===== config.mk =====
export PLATFORM = sky130hd
export DESIGN_NAME = reg_operand_fetch_flat
export DESIGN_NICKNAME = d
export VERILOG_FILES = /design/src/rtl/reg_operand_fetch_pkg.sv /design/src/rtl/reg_operand_fetch_if.sv /design/src/rtl/reg_operand_fetch_scoreboard.sv /design/src/rtl/reg_operand_fetch.sv /design/src/flat_wrapper.sv
export SDC_FILE = /design/constraint.sdc
export NUM_CORES = 1
export LEC_CHECK = 0
export BUFFER_PORTS_ARGS = -buffer_cell sky130_fd_sc_hd__buf_4
export CAP_MARGIN = 25
export CORE_ASPECT_RATIO = 0.7
export CORE_MARGIN = 5
export CORE_UTILIZATION = 45
export DETAILED_ROUTE_END_ITERATION = 10
export GPL_ROUTABILITY_DRIVEN = 0
export PLACE_DENSITY_LB_ADDON = 0.15
export SYNTH_ARGS = -nofsm -noshare
export SYNTH_HDL_FRONTEND = slang
export SYNTH_SLANG_ARGS = --single-unit

===== constraint.sdc =====
create_clock -name clk -period 2.9 [get_ports clk]
set_input_delay 0.58 -clock clk [delete_from_list [all_inputs] [get_ports clk]]
set_output_delay 0.58 -clock clk [all_outputs]
set_load 0.05 [all_outputs]

===== src/rtl/reg_operand_fetch_pkg.sv =====
// Shared definitions for the register operand fetch stage.
// Holds the default widths used by the stage, its interface and the scoreboard,
// plus the read-strobe completion helper.
package reg_operand_fetch_pkg;

    localparam int unsigned DefWidth      = 32;
    localparam int unsigned DefRegAddrLen = 5;
    localparam int unsigned DefNumRegs    = 32;

    // A read completes once every enabled port has strobed; disabled ports never block.
    function automatic logic strobes_ok(input logic use_a, input logic use_b,
                                        input logic st_a, input logic st_b);
        return (!use_a || st_a) && (!use_b || st_b);
    endfunction

endpackage


===== src/rtl/reg_operand_fetch_if.sv =====
// Bundle of the operand fetch stage's bus signals.
//   request  : in_valid/in_ready, in_ra/in_rb/in_use_a/in_use_b, in_rd/in_wr
//   response : out_valid/out_ready, out_a/out_b, out_rd/out_wr
//   regfile  : ra/rb/r_en_A/r_en_B out, dataA/dataB/st_A/st_B in
//   writeback: wb_valid/wb_rd
// slave is the fetch stage's view; master is the surrounding pipeline's view.
interface reg_operand_fetch_if #(
    parameter int unsigned WIDTH        = reg_operand_fetch_pkg::DefWidth,
    parameter int unsigned REG_ADDR_LEN = reg_operand_fetch_pkg::DefRegAddrLen
);
    logic                    in_valid;
    logic                    in_ready;
    logic [REG_ADDR_LEN-1:0] in_ra;
    logic [REG_ADDR_LEN-1:0] in_rb;
    logic                    in_use_a;
    logic                    in_use_b;
    logic [REG_ADDR_LEN-1:0] in_rd;
    logic                    in_wr;
    logic                    out_valid;
    logic                    out_ready;
    logic [WIDTH-1:0]        out_a;
    logic [WIDTH-1:0]        out_b;
    logic [REG_ADDR_LEN-1:0] out_rd;
    logic                    out_wr;
    logic [REG_ADDR_LEN-1:0] ra;
    logic [REG_ADDR_LEN-1:0] rb;
    logic                    r_en_A;
    logic                    r_en_B;
    logic [WIDTH-1:0]        dataA;
    logic [WIDTH-1:0]        dataB;
    logic                    st_A;
    logic                    st_B;
    logic                    wb_valid;
    logic [REG_ADDR_LEN-1:0] wb_rd;

    modport slave (
        input  in_valid, in_ra, in_rb, in_use_a, in_use_b, in_rd, in_wr,
        output in_ready,
        input  out_ready,
        output out_valid, out_a, out_b, out_rd, out_wr,
        output ra, rb, r_en_A, r_en_B,
        input  dataA, dataB, st_A, st_B,
        input  wb_valid, wb_rd
    );

    modport master (
        output in_valid, in_ra, in_rb, in_use_a, in_use_b, in_rd, in_wr,
        input  in_ready,
        output out_ready,
        input  out_valid, out_a, out_b, out_rd, out_wr,
        input  ra, rb, r_en_A, r_en_B,
        output dataA, dataB, st_A, st_B,
        output wb_valid, wb_rd
    );

endinterface


===== src/rtl/reg_operand_fetch_scoreboard.sv =====
// Busy-register scoreboard for the operand fetch stage.
//   set_i/set_idx_i : mark a register as having a write in flight
//   clr_i/clr_idx_i : writeback retired that register
//   q*_idx_i        : three query ports (source A, source B, destination)
// A set and a clear of the same index in one cycle leave the bit set.
// Register 0 is never busy.
module reg_scoreboard #(
    parameter int unsigned REG_ADDR_LEN = reg_operand_fetch_pkg::DefRegAddrLen,
    parameter int unsigned NUM_REGS     = reg_operand_fetch_pkg::DefNumRegs
) (
    input  logic                    clk,
    input  logic                    rst_n,
    input  logic                    set_i,
    input  logic [REG_ADDR_LEN-1:0] set_idx_i,
    input  logic                    clr_i,
    input  logic [REG_ADDR_LEN-1:0] clr_idx_i,
    input  logic [REG_ADDR_LEN-1:0] qa_idx_i,
    input  logic [REG_ADDR_LEN-1:0] qb_idx_i,
    input  logic [REG_ADDR_LEN-1:0] qd_idx_i,
    output logic                    busy_a_o,
    output logic                    busy_b_o,
    output logic                    busy_d_o
);

    logic [NUM_REGS-1:0] busy_q, busy_d;

    always_comb begin
        busy_d = busy_q;
        if (clr_i) busy_d[clr_idx_i] = 1'b0;
        // Applied after the clear so a same-cycle set wins.
        if (set_i) busy_d[set_idx_i] = 1'b1;
        busy_d[0] = 1'b0;
    end

    always_ff @(posedge clk or negedge rst_n) begin
        if (!rst_n) begin
            busy_q <= '0;
        end else begin
            busy_q <= busy_d;
        end
    end

    assign busy_a_o = busy_q[qa_idx_i];
    assign busy_b_o = busy_q[qb_idx_i];
    assign busy_d_o = busy_q[qd_idx_i];

endmodule


===== src/rtl/reg_operand_fetch.sv =====
// Register operand fetch stage.
// Accepts one decoded instruction, waits until none of the registers it reads
// or writes has a write in flight, reads the register file and presents the
// operands until the consumer takes them.
//   clk, rst_n : clock and asynchronous active-low reset
//   bus        : request, response, register file and writeback signals
module reg_operand_fetch import reg_operand_fetch_pkg::*; #(
    parameter int unsigned WIDTH        = DefWidth,
    parameter int unsigned REG_ADDR_LEN = DefRegAddrLen,
    parameter int unsigned NUM_REGS     = DefNumRegs
) (
    input logic                clk,
    input logic                rst_n,
    reg_operand_fetch_if.slave bus
);

    localparam logic [1:0] StIdle  = 2'd0;
    localparam logic [1:0] StCheck = 2'd1;
    localparam logic [1:0] StRead  = 2'd2;
    localparam logic [1:0] StHold  = 2'd3;

    logic [1:0]              state_q, state_d;
    logic [REG_ADDR_LEN-1:0] ra_q, rb_q, rd_q;
    logic                    use_a_q, use_b_q, wr_q;
    logic [WIDTH-1:0]        out_a_q, out_b_q;

    logic accept, fetch_done, hazard;
    logic busy_a, busy_b, busy_d;

    assign accept     = (state_q == StIdle) && bus.in_valid;
    assign fetch_done = (state_q == StRead) && strobes_ok(use_a_q, use_b_q, bus.st_A, bus.st_B);
    // Uses registered busy bits, so a same-cycle writeback only helps next cycle.
    assign hazard     = (use_a_q && busy_a) || (use_b_q && busy_b) || (wr_q && busy_d);

    reg_scoreboard #(
        .REG_ADDR_LEN (REG_ADDR_LEN),
        .NUM_REGS     (NUM_REGS)
    ) u_sb (
        .clk       (clk),
        .rst_n     (rst_n),
        .set_i     (fetch_done && wr_q && (rd_q != '0)),
        .set_idx_i (rd_q),
        .clr_i     (bus.wb_valid && (bus.wb_rd != '0)),
        .clr_idx_i (bus.wb_rd),
        .qa_idx_i  (ra_q),
        .qb_idx_i  (rb_q),
        .qd_idx_i  (rd_q),
        .busy_a_o  (busy_a),
        .busy_b_o  (busy_b),
        .busy_d_o  (busy_d)
    );

    always_comb begin
        state_d = state_q;
        case (state_q)
            StIdle:  if (bus.in_valid)  state_d = StCheck;
            StCheck: if (!hazard)       state_d = StRead;
            StRead:  if (fetch_done)    state_d = StHold;
            StHold:  if (bus.out_ready) state_d = StIdle;
            default:                    state_d = StIdle;
        endcase
    end

    always_ff @(posedge clk or negedge rst_n) begin
        if (!rst_n) begin
            state_q <= StIdle;
            ra_q    <= '0;
            rb_q    <= '0;
            rd_q    <= '0;
            use_a_q <= 1'b0;
            use_b_q <= 1'b0;
            wr_q    <= 1'b0;
            out_a_q <= '0;
            out_b_q <= '0;
        end else begin
            state_q <= state_d;
            if (accept) begin
                ra_q    <= bus.in_ra;
                rb_q    <= bus.in_rb;
                rd_q    <= bus.in_rd;
                use_a_q <= bus.in_use_a;
                use_b_q <= bus.in_use_b;
                wr_q    <= bus.in_wr;
            end
            if (fetch_done) begin
                out_a_q <= use_a_q ? bus.dataA : '0;
                out_b_q <= use_b_q ? bus.dataB : '0;
            end
        end
    end

    assign bus.in_ready  = (state_q == StIdle);
    assign bus.out_valid = (state_q == StHold);
    assign bus.out_a     = out_a_q;
    assign bus.out_b     = out_b_q;
    assign bus.out_rd    = rd_q;
    assign bus.out_wr    = wr_q;
    assign bus.ra        = ra_q;
    assign bus.rb        = rb_q;
    assign bus.r_en_A    = (state_q == StRead) && use_a_q;
    assign bus.r_en_B    = (state_q == StRead) && use_b_q;

endmodule


===== src/flat_wrapper.sv =====
// flat-port wrapper written by rule: the top's interface ports become plain ports
module reg_operand_fetch_flat import reg_operand_fetch_pkg::*;
#(
    parameter int unsigned WIDTH        = DefWidth,
    parameter int unsigned REG_ADDR_LEN = DefRegAddrLen,
    parameter int unsigned NUM_REGS     = DefNumRegs
)
  (clk, rst_n, bus_in_valid, bus_in_ra, bus_in_rb, bus_in_use_a, bus_in_use_b, bus_in_rd, bus_in_wr, bus_in_ready, bus_out_ready, bus_out_valid, bus_out_a, bus_out_b, bus_out_rd, bus_out_wr, bus_ra, bus_rb, bus_r_en_A, bus_r_en_B, bus_dataA, bus_dataB, bus_st_A, bus_st_B, bus_wb_valid, bus_wb_rd);
  reg_operand_fetch_if #(.WIDTH(WIDTH), .REG_ADDR_LEN(REG_ADDR_LEN)) bus_i ();
  input logic clk;
  input logic rst_n;
  input wire logic [$bits(bus_i.in_valid)-1:0] bus_in_valid;
  input wire logic [$bits(bus_i.in_ra)-1:0] bus_in_ra;
  input wire logic [$bits(bus_i.in_rb)-1:0] bus_in_rb;
  input wire logic [$bits(bus_i.in_use_a)-1:0] bus_in_use_a;
  input wire logic [$bits(bus_i.in_use_b)-1:0] bus_in_use_b;
  input wire logic [$bits(bus_i.in_rd)-1:0] bus_in_rd;
  input wire logic [$bits(bus_i.in_wr)-1:0] bus_in_wr;
  output wire logic [$bits(bus_i.in_ready)-1:0] bus_in_ready;
  input wire logic [$bits(bus_i.out_ready)-1:0] bus_out_ready;
  output wire logic [$bits(bus_i.out_valid)-1:0] bus_out_valid;
  output wire logic [$bits(bus_i.out_a)-1:0] bus_out_a;
  output wire logic [$bits(bus_i.out_b)-1:0] bus_out_b;
  output wire logic [$bits(bus_i.out_rd)-1:0] bus_out_rd;
  output wire logic [$bits(bus_i.out_wr)-1:0] bus_out_wr;
  output wire logic [$bits(bus_i.ra)-1:0] bus_ra;
  output wire logic [$bits(bus_i.rb)-1:0] bus_rb;
  output wire logic [$bits(bus_i.r_en_A)-1:0] bus_r_en_A;
  output wire logic [$bits(bus_i.r_en_B)-1:0] bus_r_en_B;
  input wire logic [$bits(bus_i.dataA)-1:0] bus_dataA;
  input wire logic [$bits(bus_i.dataB)-1:0] bus_dataB;
  input wire logic [$bits(bus_i.st_A)-1:0] bus_st_A;
  input wire logic [$bits(bus_i.st_B)-1:0] bus_st_B;
  input wire logic [$bits(bus_i.wb_valid)-1:0] bus_wb_valid;
  input wire logic [$bits(bus_i.wb_rd)-1:0] bus_wb_rd;
  assign bus_i.in_valid = bus_in_valid;
  assign bus_i.in_ra = bus_in_ra;
  assign bus_i.in_rb = bus_in_rb;
  assign bus_i.in_use_a = bus_in_use_a;
  assign bus_i.in_use_b = bus_in_use_b;
  assign bus_i.in_rd = bus_in_rd;
  assign bus_i.in_wr = bus_in_wr;
  assign bus_in_ready = bus_i.in_ready;
  assign bus_i.out_ready = bus_out_ready;
  assign bus_out_valid = bus_i.out_valid;
  assign bus_out_a = bus_i.out_a;
  assign bus_out_b = bus_i.out_b;
  assign bus_out_rd = bus_i.out_rd;
  assign bus_out_wr = bus_i.out_wr;
  assign bus_ra = bus_i.ra;
  assign bus_rb = bus_i.rb;
  assign bus_r_en_A = bus_i.r_en_A;
  assign bus_r_en_B = bus_i.r_en_B;
  assign bus_i.dataA = bus_dataA;
  assign bus_i.dataB = bus_dataB;
  assign bus_i.st_A = bus_st_A;
  assign bus_i.st_B = bus_st_B;
  assign bus_i.wb_valid = bus_wb_valid;
  assign bus_i.wb_rd = bus_wb_rd;
  reg_operand_fetch #(.WIDTH(WIDTH), .REG_ADDR_LEN(REG_ADDR_LEN), .NUM_REGS(NUM_REGS)) u_core (.clk(clk), .rst_n(rst_n), .bus(bus_i));
endmodule

* After elaboration in Yosys (flattened, before gate mapping)
Cells that the tools add are included.
** Cells by class
- Order comparisons :: 6
- Eq/ne operators :: 7
- Muxes and demuxes :: 19
- Bitwise operators :: 3
- Reduce and logical (&&, ||, !) cells :: 23
** Operators by type and width (count)
- $mux 32 :: 4
- $and 32x32->32 :: 1
- $not 32->32 :: 1
- $or 32x32->32 :: 1
- $lt 5x6->1 const B :: 4
- $bmux 1 s5 :: 3
- $logic_and 1x1->1 :: 13
- $demux 1 s5 :: 2
- $ge 5x1->1 const B :: 2
- $reduce_bool 5->1 :: 2
- $mux 2 :: 4
- $pmux 2 s4 :: 1
- $ne 2x2->1 const B :: 3
- $mux 1 :: 5
- $eq 2x2->1 const B :: 2
- $logic_or 1x1->1 :: 4
- $reduce_and 4->1 :: 1
- $eq 2x1->1 const B :: 1
- $logic_not 1->1 :: 2
- $logic_not 2->1 :: 1
- $ne 2x1->1 const B :: 1
** Storage, ports and cells
- Flip-flop bits (word level) :: 115
- Input bits :: 94
- Output and inout port bits :: 84
- Word-level logic and storage cells :: 68

* Logic depth before layout (Yosys ltp)
Gate-level depths: netlist of the first run.
- Depth after elaboration :: 9
- Depth in mapped cells :: 8

* By module
A second synthesis of the first run with hierarchy kept.
** Second synthesis, totals
- Cells, all modules :: 573
- Area, all modules :: 5614.1 sq um
** Modules (own cells, without submodules)
- reg_operand_fetch :: times used 1, cells an instance 344, area each 3439.5 sq um, sequential area each 2102.0 sq um
- reg_scoreboard :: times used 1, cells an instance 229, area each 2174.6 sq um, sequential area each 775.7 sq um

* Least setup slack after synthesis of the first run
Ideal clock, no wire load.
- Path type :: register -> register
- Start point :: register u_core.rb_q[0] (netlist: u_core.bus.rb[0])
- End point :: register u_core.state_q[0]
- Setup time :: 0.128 ns
- Arrival :: 2.434 ns
- Data required time :: 2.772 ns
- Slack :: 0.338 ns
- Cell stages (with the launch flop) :: 8
- Buffers on the path :: 1
- Period minus slack after synthesis :: 2.562 ns
- Cells stage by stage :: dfrtp_1 -> buf_6 -> mux4_1 -> mux4_2 -> and3_4 -> a21o_1 -> a221oi_2 -> nand3_1
** Between the ends
- Longest elaborated chain between the ends :: 7
** Ends and longest elaborated chain
- from (decl) :: RTL line reg_operand_fetch.sv:23 : logic [REG_ADDR_LEN-1:0] ra_q, rb_q, rd_q;
- from (signal assigned) :: RTL line reg_operand_fetch.sv:79 : rb_q <= bus.in_rb;
- $bmux 1 s5 :: RTL line reg_operand_fetch_scoreboard.sv:44 : assign busy_b_o = busy_q[qb_idx_i];
- $mux 1 (not written as such) :: RTL line reg_operand_fetch_scoreboard.sv:44
- $logic_and 1x1->1 :: RTL line reg_operand_fetch.sv:33 : assign hazard = (use_a_q && busy_a) || (use_b_q && busy_b) || (wr_q && busy_d);
- $logic_or 1x1->1 (2 in a row) :: RTL line reg_operand_fetch.sv:33
- $ne 2x2->1 (no line)
- $reduce_and 4->1 (no line)
- to (signal assigned) :: RTL line reg_operand_fetch.sv:66 : state_q <= StIdle;
- to (signal assigned) :: RTL line reg_operand_fetch.sv:76 : state_q <= state_d;
- to (decl) :: RTL line reg_operand_fetch.sv:22 : logic [1:0] state_q, state_d;
Every way passes these cells. The select of a mux whose other input is x is not followed.
A chain may end at the register's enable or synchronous reset.

* Final worst setup path of the first run
Same ends and word-level chain as after synthesis.

==> run_results.csv, run 1 <==
group,metric,value,unit
outcome,status,"finished, final reports clean",
synthesis,yosys_warnings,0,
floorplan,die-area,14700,sq um
cells_and_area,area_growth,38.2,%
pwr,power.ir.vdd_worst,0.000872,V
floorplan,design.core.area,12300,sq um
detailed_routing,antenna_left,0,
detailed_routing,vias_per_cell,5.52,
worst_setup_path,path_class,"reg -> reg",
detailed_routing,drt-pass1-iter-count,4,
placement,dpl.cell_count,862,
cells_and_area,diodes,0,
sta,period_minus_slack,2550,ps
sta,setup-violations-final,0,
job,maxCapViolCount,0,
grt,grt_usage,0.224,
sta,relSlewSlack,0.314,
clocking,cts_setup_buffers,0,
sta,finalCritPeriodShare,0.880,
floorplan,rows,34,
pwr,power_density,1240,nW/um^2
grt,grt_max_degree,129,
grt,antenna_found_initial,0,
grt,grt_pass1_vias,4857,
cells_and_area,final_cell_mix,"buf_4 (184), nand2_1 (135), o21ai_0 (128)",
floorplan,num_io_pins,178,
clocking,cts_tree,"done",
synthesis,synth_area_per_cell,10.1,sq um
synthesis,ys_types,43,
clocking,numCtsBuffers,17,
grt,overflow,0,
floorplan,die_h,103,um
placement,dp.final_hpwl,11800,um
detailed_routing,routed_wl,16600,um
clocking,cts_max_level,4,
synthesis,yosysSeqAreaShare,0.518,
detailed_routing,dr.first_iter.drc_count,407,
sta,hold_viol,0,
worst_setup_path,arrival,2830,ps
placement,port_buffers,177,
pwr,leakagePower,3.66,nW
cells_and_area,final_common_cell,"buf_4",
worst_setup_path,rr_worst_depth,6,
cells_and_area,final_cell_area,7670,sq um
sta,worstMarginPinSlew,1030,ps
clocking,cts_resized,0,
clocking,clk_pin_slew,50,ps
cells_and_area,final_cells,893,
worst_setup_path,endpoint_kind,"register",
clocking,ctsRootBufferMaster,"clkbuf_16",
worst_setup_path,max_stage_delay,640,ps
sta,whs,185,ps
cells_and_area,drive_gt1_frac,0.360,
grt,grt_pass1_wl,25500,um
synthesis,ys_seq_elements,115,
synthesis,syn_inst,549,
sta,finalMaxSlewViolations,0,
synthesis,syn_nets,647,
worst_setup_path,worstPathCellList,"mux4_1 > mux4_2 > and3_4 > a21o_1 > a221oi_2 > nand3_1",
clocking,holdBufCountCts,0,
sta,fin_tns_setup,0,ps
cells_and_area,fin_util,0.626,
placement,placed_cell_area,7040,sq um
floorplan,initial_core_util,0.453,
cells_and_area,fin_nets,817,
worst_setup_path,cp.required,3170,ps
hold_path,worstHoldPathType,"in -> async",
detailed_routing,avgRoutedWirePerCell,18.6,um
clocking,clkLatencyLatePin,400,ps
sta,rsz0062_at_grt,"false",
sta,fin_skew,8.01,ps
synthesis,netlist_area,5550,sq um
clocking,cts_num_sinks,115,
floorplan,die_w,143,um
detailed_routing,vias,4927,
clocking,cts_max_path_buffers,2,
sta,max_freq,392,MHz
worst_setup_path,worst_setup_path_start_kind,"register",
worst_setup_path,cp_slowest_cell,"dfrtp_1",
worst_setup_path,path_max_fanout,11,
detailed_routing,drc,0,
layer usage:
metal / global-route usage / wire length (um) / vias up
met5: 0 / 0 / -
met1: 0.306 / 6980 / 2345
met4: 0.0833 / 305 / 0
li1: - / - / 2274
met3: 0.0737 / 1800 / 31
met2: 0.335 / 7510 / 277
worst max-delay path: cells and delay by family (launching register included):
family | cells | cell delay [ps]
compound gates | 2 | 390
simple gates | 2 | 300
flops | 1 | 640
mux | 2 | 1090
cell type report:
class / count / area [sq um]
clock buffer: 22 / 484
inverter: 8 / 30.0
tap: 162 / 203
clock inverter: 9 / 151
sequential: 115 / 2880
timing repair buffer: 185 / 1400
fill: 1029 / 4580
multi-input combinational: 392 / 2520
logic make-up (layout without fill, tap and decap cells):
logic type | count (synthesis) | count (layout) | synth area share
flip-flops | 115 | 115 | 0.518
multiplexers | 51 | 51 | 0.144
AO/OA/AOI/OAI | 148 | 148 | 0.145
buffers and inverters | 42 | 224 | 0.0302
AND/OR/NAND/NOR | 189 | 189 | 0.153
adder cells (fa/ha/maj) | 4 | 4 | 0.00901
final timing paths:
path	startpoint	end	slack, ps
max in group asynchronous	rst_n	u_core.bus.out_b[25]	1850
worst max-delay path	u_core.bus.rb[0]	u_core.state_q[0]	350
worst min register to register	u_core.bus.out_a[5]	u_core.bus.out_a[5]	480
worst max register to register	u_core.bus.rb[0]	u_core.state_q[0]	350
min in group clk	bus_in_ra[1]	u_core.bus.ra[1]	410
worst min-delay path	rst_n	u_core.bus.out_rd[4]	190
flip-flops by register name (all words and copies together), names as in the netlist:
signal,cells
u_core.bus.out_a,32
u_core.bus.out_b,32
u_core.bus.out_rd,5
u_core.bus.out_wr,1
u_core.bus.ra,5
u_core.bus.rb,5
u_core.state_q,2
u_core.u_sb.busy_q,31
u_core.use_a_q,1
u_core.use_b_q,1
where the power goes:
group          switching [mW]  internal, mW  leakage [nW]
logic                    2.84          1.56          1.84
registers               0.742          2.17          1.51
clock network           0.706          1.52         0.312
stage by stage:
| step | setup WS (ps) | power (mW) |
|---|---|---|
| after floorplan | 338 | 5.87 |
| after global placement | 445 | 7.17 |
| after detailed placement | 391 | 7.30 |
| after CTS | 358 | 9.57 |
| after global routing | 255 | 10.1 |
| final | 349 | 9.54 |
cell usage after synthesis, drive strengths merged:
master,count,area share
or3,3,0.0034
or2,1,0.0011
o221ai,2,0.0032
nand2b,3,0.0034
dfrtp,115,0.52
o22ai,2,0.0023
mux4,20,0.084
mux2i,11,0.020
and2,4,0.0047
ha,4,0.0090
a31oi,1,0.0011
nor2,9,0.0061
and3b,1,0.0016
nand3,8,0.0072
mux2,20,0.041
inv,8,0.0054
a21oi,1,0.00090
clkbuf,30,0.020
a21o,1,0.0014
o21ai,128,0.12
o31ai,1,0.0014
and3,1,0.0020
o211ai,2,0.0027
nor2b,3,0.0034
buf,4,0.0045
and2b,2,0.0032
a22oi,3,0.0041
nor3,1,0.00090
nand2,135,0.091
a221o,1,0.0018
o211a,2,0.0036
nand3b,9,0.012
a221oi,2,0.0043
a41oi,1,0.0016
a41o,1,0.0018
nor3b,1,0.0014
nand4,3,0.0034
or3b,5,0.0079
(Power assumes the default switching activity.)
==> inputs of run 2 (changes only) <==
- clock period: 2.9 -> 2.4 ns (I/O delays scaled with it)
==> run_results.csv, run 2 (same netlist as run 1, synthesis figures left out) <==
group,metric,value,unit
outcome,status,"finished, final reports clean",
grt,grt_max_degree,129,
worst_setup_path,setup.worst_path.start,"u_core.bus.rb[0]",
placement,dp.final_hpwl,11800,um
cells_and_area,final_cell_mix,"buf_4 (190), nand2_1 (135), o21ai_0 (128)",
worst_setup_path,cp_slowest_cell,"mux4_2",
grt,antenna_found_initial,0,
sta,max_freq,438,MHz
floorplan,die_w,143,um
worst_setup_path,arrival,2570,ps
sta,setup-violations-final,0,
worst_setup_path,worst_setup_path_start_kind,"register",
sta,finalCritPeriodShare,0.951,
clocking,cts_max_path_buffers,2,
clocking,clk_pin_slew,60,ps
pwr,power_frac_clock,0.221,
placement,preCtsSetupSlack,126,ps
detailed_routing,vias,4918,
worst_setup_path,reg2reg_slack,120,ps
detailed_routing,vias_per_cell,5.46,
clocking,cts_max_level,4,
grt,grt_usage,0.224,
worst_setup_path,max_stage_delay,540,ps
pwr,intPower,6.25,mW
placement,port_buffers,177,
clocking,numCtsBuffers,17,
detailed_routing,antenna_left,0,
detailed_routing,dr.first_iter.drc_count,339,
clocking,cts_resized,0,
pwr,net-switching-power,5.23,mW
clocking,holdBufCountCts,0,
pwr,switching_share,0.456,
detailed_routing,avgRoutedWirePerCell,18.3,um
sta,period_minus_slack,2280,ps
floorplan,num_io_pins,178,
worst_setup_path,cp_common_cell,"mux4_2",
clocking,clkLatencyLatePin,410,ps
job,maxCapViolCount,0,
sta,worstMarginPinSlew,628,ps
floorplan,die-area,14700,sq um
clocking,cts_setup_buffers,0,
grt,grt_pass1_wl,25300,um
worst_setup_path,path_class,"reg -> reg",
worst_setup_path,path_max_fanout,5,
worst_setup_path,r2r-end,"u_core.state_q[0]",
clocking,cts_num_sinks,115,
detailed_routing,routed_wl,16500,um
worst_setup_path,endpoint_kind,"register",
sta,rsz0062_at_grt,"false",
cells_and_area,diodes,0,
worst_setup_path,cp.required,2680,ps
cells_and_area,fin_nets,824,
worst_setup_path,r2r_start,"u_core.bus.rb[0]",
floorplan,design.core.area,12300,sq um
cells_and_area,area_growth,38.4,%
sta,relSlewSlack,0.581,
sta,fin_tns_setup,0,ps
clocking,cts_tree,"done",
pwr,leakagePower,3.65,nW
detailed_routing,drt-pass1-iter-count,6,
hold_path,worstHoldPathType,"in -> async",
worst_setup_path,rr_worst_depth,6,
floorplan,die_h,103,um
sta,finalMaxSlewViolations,0,
pwr,power.ir.vdd_worst,0.00102,V
pwr,combinationalPowerShare,0.484,
worst_setup_path,worstPathCellList,"mux4_2 > mux4_2 > and3_4 > a21o_1 > a221oi_2 > nand3_1",
clocking,ctsRootBufferMaster,"clkbuf_16",
grt,overflow,0,
pwr,p_seq_frac,0.295,
floorplan,rows,34,
cells_and_area,final_common_cell,"buf_4",
grt,grt_pass1_vias,4923,
sta,setup_ws,117,ps
pwr,power_density,1490,nW/um^2
sta,fin_skew,10.9,ps
sta,hold_viol,0,
detailed_routing,drc,0,
floorplan,initial_core_util,0.453,
cells_and_area,drive_gt1_frac,0.372,
run 2: worst max-delay path, delay by kind of cell, from the launching register on:
kind / cells / cell delay [ps]
mux: 2 / 1020
flops: 1 / 450
compound gates: 2 / 410
simple gates: 2 / 290
run 2: worst max path at each step:
| stage | end | depth (start not counted) |
|---|---|---|
| after floorplan | u_core.state_q[0] | 7 |
| after global placement | u_core.state_q[0] | 6 |
| after detailed placement | u_core.state_q[0] | 6 |
| after CTS | u_core.state_q[0] | 6 |
| after global routing | u_core.state_q[0] | 6 |
| final | u_core.state_q[0] | 6 |
run 2: power groups by stage:
stage / combinational, mW / clock, mW / sequential, mW
final: 5.55 / 2.54 / 3.39
after global routing: 5.94 / 2.67 / 3.49
after CTS: 5.57 / 2.58 / 3.38
after detailed placement: 5.55 / 0 / 3.40
after global placement: 5.45 / 0 / 3.36
after floorplan: 2.45 / 0 / 4.65
run 2: cell type report:
type,count,area (sq um)
Timing Repair Buffer,192,1470
Sequential cell,115,2880
Clock buffer,19,433
Tap cell,162,203
Fill cell,1019,4570
Clock inverter,13,159
Multi-Input combinational cell,392,2510
Inverter,8,30.0
run 2: per-stage QoR:
step / cell area [sq um] / hold WS (ps) / std cells / total power, mW / util
after detailed placement: 7090 / 471 / 869 / 8.95 / 0.579
after floorplan: 5550 / 184 / 549 / 7.10 / -
after global placement: 7090 / 463 / 869 / 8.80 / 0.579
after global routing: 7680 / 189 / 901 / 12.1 / 0.627
final: 7680 / 133 / 901 / 11.5 / 0.627
after CTS: 7680 / 182 / 901 / 11.5 / 0.627
run 2: routing by layer:
metal  vias up  GRT usage  share of wire
met5         -          0              0
met4         0     0.0606          0.011
met3        17      0.109           0.12
met2       240      0.345           0.47
met1      2369      0.284           0.40
li1       2292          -              -
==> inputs of run 3 (changes only) <==
==> constraint.sdc (replaced) <==
create_clock -name clk -period 2.4 [get_ports clk]
set_input_delay 0.12 -clock clk [delete_from_list [all_inputs] [get_ports clk]]
set_output_delay 0.12 -clock clk [all_outputs]
set_load 0.05 [all_outputs]
==> run_results.csv, run 3 (same netlist as run 1, synthesis figures left out) <==
group,metric,value,unit
outcome,status,"finished, final reports clean",
floorplan,die_h,103,um
worst_setup_path,arrival,2590,ps
detailed_routing,drc,0,
sta,finalMaxSlewViolations,0,
floorplan,num_io_pins,178,
cells_and_area,drive_gt1_frac,0.335,
floorplan,design.core.area,12300,sq um
sta,setup-violations-final,0,
pwr,leakagePower,3.97,nW
worst_setup_path,endpoint_kind,"register",
placement,preCtsSetupSlack,98.9,ps
clocking,cts_max_path_buffers,2,
pwr,intPower,6.23,mW
grt,grt_pass1_vias,5352,
clocking,cts_num_sinks,115,
grt,grt_usage,0.247,
sta,fin_tns_setup,0,ps
cells_and_area,fin_nets,905,
pwr,power.ir.vdd_worst,0.000918,V
sta,setup_ws,83.1,ps
clocking,cts_setup_buffers,0,
worst_setup_path,worst_setup_path_start_kind,"register",
clocking,clkLatencyLatePin,410,ps
cells_and_area,nFillCells,911,
sta,fin_skew,9.58,ps
cells_and_area,area_growth,52.5,%
detailed_routing,vias,5331,
floorplan,die_w,143,um
pwr,combinationalPowerShare,0.495,
clocking,ctsRootBufferMaster,"clkbuf_16",
worst_setup_path,max_stage_delay,540,ps
worst_setup_path,cp.required,2670,ps
hold_path,worstHoldPathType,"in -> reg",
detailed_routing,dr.first_iter.drc_count,341,
job,maxCapViolCount,0,
detailed_routing,drt-pass1-iter-count,5,
worst_setup_path,path_max_fanout,5,
detailed_routing,vias_per_cell,5.44,
grt,grt_max_degree,129,
floorplan,initial_core_util,0.453,
detailed_routing,antenna_left,0,
sta,max_freq,432,MHz
grt,antenna_found_initial,0,
sta,hold_viol,0,
floorplan,rows,34,
pwr,power_density,1360,nW/um^2
sta,rsz0062_at_grt,"false",
detailed_routing,avgRoutedWirePerCell,18.5,um
cells_and_area,multi_input_area,2510,sq um
floorplan,die-area,14700,sq um
placement,port_buffers,177,
cells_and_area,final_cells,980,
worst_setup_path,path_class,"reg -> reg",
grt,overflow,0,
clocking,cts_tree,"done",
clocking,numCtsBuffers,17,
pwr,switching_share,0.459,
worst_setup_path,cp_common_cell,"mux4_2",
detailed_routing,routed_wl,18100,um
pwr,p_seq_frac,0.297,
sta,finalCritPeriodShare,0.965,
cells_and_area,diodes,0,
placement,dp.final_hpwl,12000,um
cells_and_area,final_common_cell,"buf_4",
clocking,clk_pin_slew,50,ps
sta,worstMarginPinSlew,635,ps
sta,relSlewSlack,0.576,
placement,dpl.cell_count,869,
grt,grt_pass1_wl,28000,um
worst_setup_path,cp_slowest_cell,"mux4_2",
worst_setup_path,worstPathCellList,"mux4_2 > mux4_2 > and3_4 > a21o_1 > a221oi_2 > nand3_1",
pwr,net-switching-power,5.28,mW
sta,period_minus_slack,2320,ps
pwr,power_frac_clock,0.208,
cells_and_area,seq_area,2880,sq um
clocking,cts_max_level,4,
cells_and_area,final_cell_mix,"buf_4 (190), nand2_1 (135), o21ai_0 (128)",
-- run 3: cell types whose count changed in the layout (fill, tap and decap cells not counted) --
cell,previous run,this run
bufinv_16,3,1
clkinv_2,4,2
clkbuf_1,2,1
inv_6,1,0
dlygate4sd3_1,0,81
clkinvlp_4,3,4
clkinv_4,2,1
clkbuf_8,0,4
-- run 3: worst max-delay path: cells and delay by family (launching register included) --
kind | cells | cell delay [ps]
AO/OA/AOI/OAI | 2 | 390
flip-flops | 1 | 450
multiplexers | 2 | 1020
AND/OR/NAND/NOR | 2 | 320
-- run 3: worst paths after layout --
check	startpoint	endpoint	slack, ps	cells after the start
worst min register to register	u_core.bus.out_b[3]	u_core.bus.out_b[3]	480	2
worst min-delay path	bus_dataB[5]	u_core.bus.out_b[5]	20	3
worst max-delay path	u_core.bus.rb[0]	u_core.state_q[0]	80	6
worst max register to register	u_core.bus.rb[0]	u_core.state_q[0]	80	6
min in group asynchronous	rst_n	u_core.bus.out_rd[4]	310	3
max in group asynchronous	rst_n	u_core.bus.rb[0]	1570	3
-- run 3: cell type report --
cell class	instances	area share
sequential	115	0.340
clock buffer	22	0.0572
tap	162	0.0239
timing repair buffer	273	0.269
clock inverter	8	0.00931
multi-input combinational	392	0.297
inverter	8	0.00355
-- run 3: metal layers --
layer	GRT usage	vias up	routed length, um
met1	0.315	2580	7180
li1	-	2450	-
met4	0.0723	0	318
met2	0.407	261	8850
met3	0.0807	40	1760
met5	0	-	0
-- run 3: stage by stage --
stage / cell area, sq um / power [mW] / utilization / hold WS [ps]
finish: 8470 / 11.5 / 0.691 / 16.0
CTS: 8460 / 11.5 / 0.690 / 2.02
global placement: 7090 / 8.80 / 0.579 / 250
detailed placement: 7090 / 8.97 / 0.579 / 256
global route: 8470 / 12.1 / 0.691 / 9.42
floorplan: 5550 / 7.10 / - / -176
-- run 3: timing repair --
action	in CTS	in global routing
setup endpoints to repair	0	0
gates resized for setup	0	0
hold buffers	80	1
endpoints found under the hold margin	194	1
-- run 3: power groups by stage --
stage / logic, mW / registers [mW] / clock network, mW
final: 5.70 / 3.42 / 2.40
after global routing: 6.10 / 3.52 / 2.51
after CTS: 5.67 / 3.39 / 2.43
after detailed placement: 5.56 / 3.41 / 0
after global placement: 5.44 / 3.36 / 0
after floorplan: 2.45 / 4.65 / 0
